[src/rtl/control_pipeline.sv]
// ID/EX, EX/MEM and MEM/WB control registers with hazard detection and branch PC-source select.
// Optional EX operand forwarding selects are enabled by defining FORWARD_EN.
`timescale 1ns/1ps
module control_pipeline #(
    parameter int CONTROL_SIZE = 8,
    parameter int REG_ADDR_W   = 5,
    parameter int RA_REG       = 31
) (
    input  logic                    clock,
    input  logic                    reset,
    input  logic [CONTROL_SIZE-1:0] id_control,
    input  logic [1:0]              id_branch_src,
    input  logic [1:0]              id_compare_code,
    input  logic [REG_ADDR_W-1:0]   id_rs,
    input  logic [REG_ADDR_W-1:0]   id_rt,
    input  logic [REG_ADDR_W-1:0]   id_rd,
    input  logic                    id_operands_equal,
    output logic [CONTROL_SIZE-1:0] ex_control,
    output logic [REG_ADDR_W-1:0]   ex_dest,
    output logic [4:0]              mem_control,
    output logic [REG_ADDR_W-1:0]   mem_dest,
    output logic [2:0]              wb_control,
    output logic [REG_ADDR_W-1:0]   wb_dest,
    output logic                    stall,
    output logic                    if_flush,
    output logic [1:0]              pc_src
`ifdef FORWARD_EN
    ,
    output logic [1:0]              forward_a,
    output logic [1:0]              forward_b
`endif
);

    localparam int REGWRITE_BIT = 2;
    localparam int MEMREAD_BIT  = 4;
    localparam int REGDEST_LO   = 5;

    localparam logic [1:0] CMP_NONE = 2'b00;
    localparam logic [1:0] CMP_BEQ  = 2'b01;
    localparam logic [1:0] CMP_BNE  = 2'b10;
    localparam logic [1:0] CMP_JUMP = 2'b11;
    localparam logic [1:0] SRC_REG  = 2'b10;

    // Stage registers: _p0 = ID/EX, _p1 = EX/MEM, _p2 = MEM/WB
    logic [CONTROL_SIZE-1:0] ctrl_p0;
    logic [REG_ADDR_W-1:0]   dest_p0;
    logic [4:0]              ctrl_p1;
    logic [REG_ADDR_W-1:0]   dest_p1;
    logic [2:0]              ctrl_p2;
    logic [REG_ADDR_W-1:0]   dest_p2;
`ifdef FORWARD_EN
    logic [REG_ADDR_W-1:0]   rs_p0;
    logic [REG_ADDR_W-1:0]   rt_p0;
`endif

    logic [REG_ADDR_W-1:0] id_dest;
    logic ex_wr_rs, ex_wr_rt, mem_wr_rs, mem_wr_rt;
    logic check_rt, branch_active, branch_taken;
    logic load_use, branch_hazard, data_hazard;

    // Register 0 is hard-wired, so a write to it never creates a dependence.
    function automatic logic stage_writes(input logic                  reg_write,
                                          input logic [REG_ADDR_W-1:0] dest,
                                          input logic [REG_ADDR_W-1:0] src);
        return reg_write && (dest == src) && (src != '0);
    endfunction

    function automatic logic [REG_ADDR_W-1:0] resolve_dest(input logic [1:0]            reg_dest,
                                                           input logic [REG_ADDR_W-1:0] rd,
                                                           input logic [REG_ADDR_W-1:0] rt);
        logic [REG_ADDR_W-1:0] dest;
        case (reg_dest)
            2'b00:   dest = rd;
            2'b01:   dest = rt;
            2'b10:   dest = REG_ADDR_W'(RA_REG);
            default: dest = '0;
        endcase
        return dest;
    endfunction

    assign id_dest = resolve_dest(id_control[REGDEST_LO+1:REGDEST_LO], id_rd, id_rt);

    assign ex_wr_rs  = stage_writes(ctrl_p0[REGWRITE_BIT], dest_p0, id_rs);
    assign ex_wr_rt  = stage_writes(ctrl_p0[REGWRITE_BIT], dest_p0, id_rt);
    assign mem_wr_rs = stage_writes(ctrl_p1[REGWRITE_BIT], dest_p1, id_rs);
    assign mem_wr_rt = stage_writes(ctrl_p1[REGWRITE_BIT], dest_p1, id_rt);

    // Register jumps only consume rs; conditional branches also compare rt.
    assign branch_active = (id_compare_code != CMP_NONE);
    assign check_rt      = ((id_compare_code == CMP_BEQ) || (id_compare_code == CMP_BNE))
                           && (id_branch_src != SRC_REG);

    assign load_use = ctrl_p0[MEMREAD_BIT] && (ex_wr_rs || ex_wr_rt);

    assign branch_hazard = branch_active &&
                           (ex_wr_rs || (check_rt && ex_wr_rt) ||
                            (ctrl_p1[MEMREAD_BIT] && (mem_wr_rs || (check_rt && mem_wr_rt))));

`ifdef FORWARD_EN
    assign data_hazard = 1'b0;
`else
    // Without forwarding, an ALU consumer waits until its producer has reached WB.
    assign data_hazard = !branch_active && (ex_wr_rs || ex_wr_rt || mem_wr_rs || mem_wr_rt);
`endif

    assign stall = load_use || branch_hazard || data_hazard;

    always_comb begin
        branch_taken = 1'b0;
        pc_src       = 2'b00;
        if_flush     = 1'b0;
        case (id_compare_code)
            CMP_BEQ:  branch_taken = id_operands_equal;
            CMP_BNE:  branch_taken = !id_operands_equal;
            CMP_JUMP: branch_taken = 1'b1;
            default:  branch_taken = 1'b0;
        endcase
        if (branch_taken && !stall) begin
            pc_src   = id_branch_src + 2'd1;
            if_flush = 1'b1;
        end
    end

`ifdef FORWARD_EN
    always_comb begin
        forward_a = 2'b00;
        forward_b = 2'b00;
        if (stage_writes(ctrl_p1[REGWRITE_BIT], dest_p1, rs_p0) && !ctrl_p1[MEMREAD_BIT])
            forward_a = 2'b10;
        else if (stage_writes(ctrl_p2[REGWRITE_BIT], dest_p2, rs_p0))
            forward_a = 2'b01;
        if (stage_writes(ctrl_p1[REGWRITE_BIT], dest_p1, rt_p0) && !ctrl_p1[MEMREAD_BIT])
            forward_b = 2'b10;
        else if (stage_writes(ctrl_p2[REGWRITE_BIT], dest_p2, rt_p0))
            forward_b = 2'b01;
    end
`endif

    always_ff @(posedge clock or posedge reset) begin
        if (reset) begin
            ctrl_p0 <= '0;
            dest_p0 <= '0;
            ctrl_p1 <= '0;
            dest_p1 <= '0;
            ctrl_p2 <= '0;
            dest_p2 <= '0;
`ifdef FORWARD_EN
            rs_p0   <= '0;
            rt_p0   <= '0;
`endif
        end else begin
            // ID -> EX: a stall replaces the instruction with a bubble
            if (stall) begin
                ctrl_p0 <= '0;
                dest_p0 <= '0;
`ifdef FORWARD_EN
                rs_p0   <= '0;
                rt_p0   <= '0;
`endif
            end else begin
                ctrl_p0 <= id_control;
                dest_p0 <= id_dest;
`ifdef FORWARD_EN
                rs_p0   <= id_rs;
                rt_p0   <= id_rt;
`endif
            end
            // EX -> MEM
            ctrl_p1 <= ctrl_p0[4:0];
            dest_p1 <= dest_p0;
            // MEM -> WB
            ctrl_p2 <= ctrl_p1[2:0];
            dest_p2 <= dest_p1;
        end
    end

    assign ex_control  = ctrl_p0;
    assign ex_dest     = dest_p0;
    assign mem_control = ctrl_p1;
    assign mem_dest    = dest_p1;
    assign wb_control  = ctrl_p2;
    assign wb_dest     = dest_p2;

endmodule

[config.mk]
export PLATFORM = sky130hd
export DESIGN_NAME = control_pipeline
export DESIGN_NICKNAME = d
export VERILOG_FILES = /design/src/rtl/control_pipeline.sv
export SDC_FILE = /design/constraint.sdc
export NUM_CORES = 1
export LEC_CHECK = 0
export CAP_MARGIN = 30
export CORE_MARGIN = 1.5
export CORE_UTILIZATION = 44
export DETAILED_ROUTE_END_ITERATION = 16
export PLACE_DENSITY = 0.85
export SETUP_SLACK_MARGIN = 0.05
export SLEW_MARGIN = 25
export SYNTH_ARGS = -nofsm -noshare
export SYNTH_HDL_FRONTEND = slang
export SYNTH_SLANG_ARGS = --single-unit
[constraint.sdc]
create_clock -name clock -period 6.1 [get_ports clock]
set_input_delay 1.22 -clock clock [delete_from_list [all_inputs] [get_ports clock]]
set_output_delay 1.22 -clock clock [all_outputs]
set_load 0.01 [all_outputs]
* After elaboration in Yosys (flattened, before gate mapping)
Cells that the tools add are included.
** Storage, ports and cells
- Input port bits :: 30
- Flip-flop bits (word level) :: 31
- Output and inout port bits :: 35
** Operators by class
- Equality and inequality tests :: 10
- $add $sub $neg :: 1
- Reduce and logical (&&, ||, !) cells :: 32
- Mux-type cells :: 6
** Operator list (count)
- $eq 5x5->1 :: 4
- $logic_and 1x1->1 :: 16
- $pmux 5 s3 :: 1
- $reduce_bool 5->1 :: 2
- $logic_or 1x1->1 :: 9
- $mux 8 :: 1
- $eq 2x2->1 const B :: 3
- $mux 5 :: 1
- $eq 2x1->1 const B :: 2
- $logic_not 1->1 :: 3
- $pmux 1 s3 :: 1
- $add 2x1->2 const B :: 1
- $logic_not 2->1 :: 1
- $mux 2 :: 1
- $ne 2x2->1 const B :: 1
- $reduce_bool 2->1 :: 1
- $mux 1 :: 1

* Longest topological paths before layout
- Depth in word-level cells :: 13
- Mapped depth :: 8

* Worst setup path before layout
OpenSTA, ideal clock, no wires.
- Path type :: input-to-output
- Start :: input id_rs[2]
- End :: output pc_src[0]
- Path slack :: 2.209 ns
- Stages on the path :: 5
- Required time :: 4.880 ns
- Path buffers :: 0
- Data arrival time :: 2.671 ns
- Path through :: or4_4 > o211ai_2 > nor4_1 > o221a_4 > nor4_1
** Between the ends
- Cells in the longest elaborated chain, start to end :: 12
- Elaborated cells on any way between the ends :: 22
- Classes of those cells :: eq/ne (2); mux (1); reduce/logical (19)
** RTL lines
- from (decl) :: line 14 : input logic [REG_ADDR_W-1:0] id_rs,
- $eq 5x5->1 :: line 65 : return reg_write && (dest == src) && (src != '0);
- $logic_and 1x1->1 (2 in a row) :: line 65
- $logic_or 1x1->1 :: line 97 : (ctrl_p1[MEMREAD_BIT] && (mem_wr_rs || (check_rt && mem_wr_rt))));
- $logic_and 1x1->1 :: line 97
- $logic_or 1x1->1 :: line 96 : (ex_wr_rs || (check_rt && ex_wr_rt) ||
- $logic_and 1x1->1 :: line 95 : assign branch_hazard = branch_active &&
- $logic_or 1x1->1 :: line 106 : assign stall = load_use || branch_hazard || data_hazard;
- $logic_or 1x1->1 * :: line 106
- $logic_not 1->1 * :: line 118 : if (branch_taken && !stall) begin
- $logic_and 1x1->1 * :: line 118
- $mux 2 * :: line 118
- to (decl) :: line 26 : output logic [1:0] pc_src
Every way passes the cells marked *; elsewhere a longest branch is shown, timed or not.

* Worst setup path in the final report
- Start :: input id_compare_code[0]
- End :: output stall
** Between the ends
- Cells in the longest elaborated chain, start to end :: 10
- Elaborated cells on any way between the ends :: 16
- Classes of those cells :: eq/ne (2); reduce/logical (14)
** RTL lines
- from (decl) :: line 13 : input logic [1:0] id_compare_code,
- $eq 2x1->1 / $eq 2x2->1 (equally long branches) :: line 90 : assign check_rt = ((id_compare_code == CMP_BEQ) || (id_compare_code == CMP_BNE))
- $logic_or 1x1->1 :: line 90
- $logic_and 1x1->1 :: line 91 : && (id_branch_src != SRC_REG);
- $logic_and 1x1->1 :: line 97
- $logic_or 1x1->1 :: line 97
- $logic_and 1x1->1 :: line 97
- $logic_or 1x1->1 :: line 96
- $logic_and 1x1->1 :: line 95
- $logic_or 1x1->1 :: line 106
- $logic_or 1x1->1 * :: line 106
- to (decl) :: line 24 : output logic stall,
Marked as above.

==> results.toml <==
[synthesis]
yosys.area.top_type = "dfrtp_1"
synth_ff_type = "dfrtp_1"
avgSynthCellArea_sq_um = 12.66
ys_seq_area_share_pct = 55.71
synth_nets = 142
syn-cell-area_sq_mm = 0.001393
synthDominantCellAreaShare_pct = 55.71
ys_seq_elements = 31
netlist_instances = 110
synth-edff-count = 0
ys_warn_count = 0
synth_cell_type_count = 26
synthTopCellsByArea = "dfrtp_1 56%, xnor2_1 10%, nor3_2 3.6%, nor3b_2 3.6%, nor2_1 3.0%"
async_reset_ff_share_pct = 100.0

[routing]
post_drt_wl_per_cell_um = 14.40
firstDrtPassIters = 4
route.detailed.drc = 0
drtIter0Drc = 22
vias = 1103
routed_wl_um = 3212
detail-route-antenna-nets = 0
drt-vias-per-instance = 4.946

[floorplanning]
start_util_pct = 45.99
die_w_um = 59.26
rows = 20
die_h_um = 59.26
num_io_pins = 65
die-area_sq_mm = 0.003512
fp.coreArea_sq_mm = 0.003028

[pwr]
net-switching-power_uw = 133.2
seq_power_share_pct = 49.5
total_power_uw = 487.9
p_leak_nw = 0.8797
combPwrFrac_pct = 26.0
powerDensity_mw_per_mm2 = 230.5
vdd_drop_max_mv = 0.1110
clkPwrFrac_pct = 24.4
cell_internal_pwr_uw = 354.7
sw_frac_of_total_pct = 27.29

[placement]
placed_cells = 216
place_congestion = 0.8419
place_area_sq_mm = 0.002061
port-buffer-count = 64
place_ws_ps = 1130
dpl.hpwl_um = 2461

[global_route]
antenna_found_initial = 0
grt_max_degree = 32
overflow = 0
grt_pass1_wl_um = 5195
grt_pass1_vias = 1092
groute.usage.overall_pct = 20.27

[worst_hold_path]
hold_class = "flip-flop to flip-flop"

[cells_and_area]
stdcell_count = 223
layout-drive-gt1-share_pct = 12.85
nNetsFinal = 211
nFillCells = 228
post-route-util_pct = 69.92
fin_area_sq_mm = 0.002117
diodes = 0
syn2layout_area_growth_pct = 52.02

[timing]
period_share_pct = 81.56
setup_violations = 0
finalClockSkew_ps = 2.516
hold_ws_ps = 383.6
finalCriticalPeriod_ps = 4975
tns_ps = 0
tightest_slew_ps = 923.5
max_freq_mhz = 201.0
drv_slew = 0
rsz0062_at_grt = "false"
maxSlewHeadroom_pct = 38.42
post-route-worst-setup-slack_ps = 1125
hold_viol = 0

[worst_setup_path]
critPathLaunchType = "input port"
crit_path_max_fanout = 17
arrival_ps = 3760
end_kind = "primary output"
rrSetupSlack_ps = 4270
crit_type = "input port to primary output"
worstPathRequired_ps = 4880

[run_status]
status = "finished, final reports clean"

[cts]
cts.sinks = 31
clockBufferDepth = 2
cts.repair.resized = 0
htreeDepth = 2
clock_latency_ps = 330
tritoncts = "done"
postCtsHoldBufs = 0
post-cts-setup-buffer-count = 0
cts_root_buffer = "clkbuf_4"
numCtsBuffers = 5
clkTransAtPathRegs_ps = 90

[run]
cap_violations = 0
power groups by stage:
| stage | Sequential, mW | Combinational (mW) | Clock (mW) |
|---|---|---|---|
| global placement | 0.245 | 0.126 | 0 |
| finish | 0.242 | 0.127 | 0.119 |
| floorplan | 0.253 | 0.0441 | 0 |
| CTS | 0.242 | 0.128 | 0.122 |
| detailed placement | 0.246 | 0.128 | 0 |
| global route | 0.244 | 0.137 | 0.130 |
sequential cells by signal (all words and copies together) (netlist names):
register / flops
ex_dest: 5
mem_dest: 5
wb_dest: 5
wb_control: 3
ex_control: 8
mem_control: 5
final timing paths:
check,cells after the start,end,startpoint
min in group asynchronous,2,mem_dest[4],reset
min reg2reg,0,mem_control[3],ex_control[3]
min,0,mem_control[3],ex_control[3]
max in group asynchronous,2,wb_dest[2],reset
max,8,stall,id_compare_code[0]
max reg2reg,5,ex_control[1],ex_dest[0]
synthesized netlist by cell type (all sizes together), types with 3 or more instances:
master and instances:
dfrtp 31, xnor2 16, nor2 11, nor3b 8, a21oi 6, nor3 6
inv 5, nor4 4, xor2 4, nand4 3, or4 3
cells by family after synthesis:
logic type	Yosys count	share of synthesized area (%)
and+or+nand+nor	38	19.68
DFF	31	55.71
xor gates and xnor gates	20	12.58
AOI/OAI and AO/OA	11	6.200
buffers and inverters	7	3.325
adders and majority gates	2	1.797
muxes	1	0.7188
worst max-delay path, cell delays in order:
cell and delay (ps):
clkdlybuf4s50_1 480, inv_1 50, ha_1 280, a211oi_1 70, or4_1 520, o21ai_2 370, or2_2 240, clkdlybuf4s50_1 530
cells in the final DEF (no fill, tap or decap), drive strengths merged:
master	Yosys	layout
o21ai	1	1
nand4	3	3
ha	2	2
xnor2	16	16
or2	1	1
o211ai	2	2
clkdlybuf4s50	0	64
nor3	6	6
clkinv	0	1
xor2	4	4
or4	3	3
dfrtp	31	31
a21oi	6	6
nor2b	1	1
a211oi	1	1
nor4	4	4
mux2i	1	1
nor2	11	11
nor3b	8	8
inv	5	5
clkbuf	0	6
o221a	1	1
nand2	1	1
layer usage:
metal	track usage, %	up-vias	wire length (um)
li1	-	520	-
met1	25.00	536	1330
met2	32.34	41	1611
met3	5.895	6	214
met4	10.06	0	55
met5	0	-	0
layout make-up:
cell class	instances	area, sq um	share of cell area, %
sequential	31	775.7	36.64
timing repair buffer	64	640.6	30.26
multi-input combinational	72	570.5	26.95
tap	44	55.05	2.600
clock buffer	6	51.30	2.423
inverter	5	18.77	0.8865
clock inverter	1	5.005	0.2364
No activity file was read; power rests on OpenSTA's default activity.
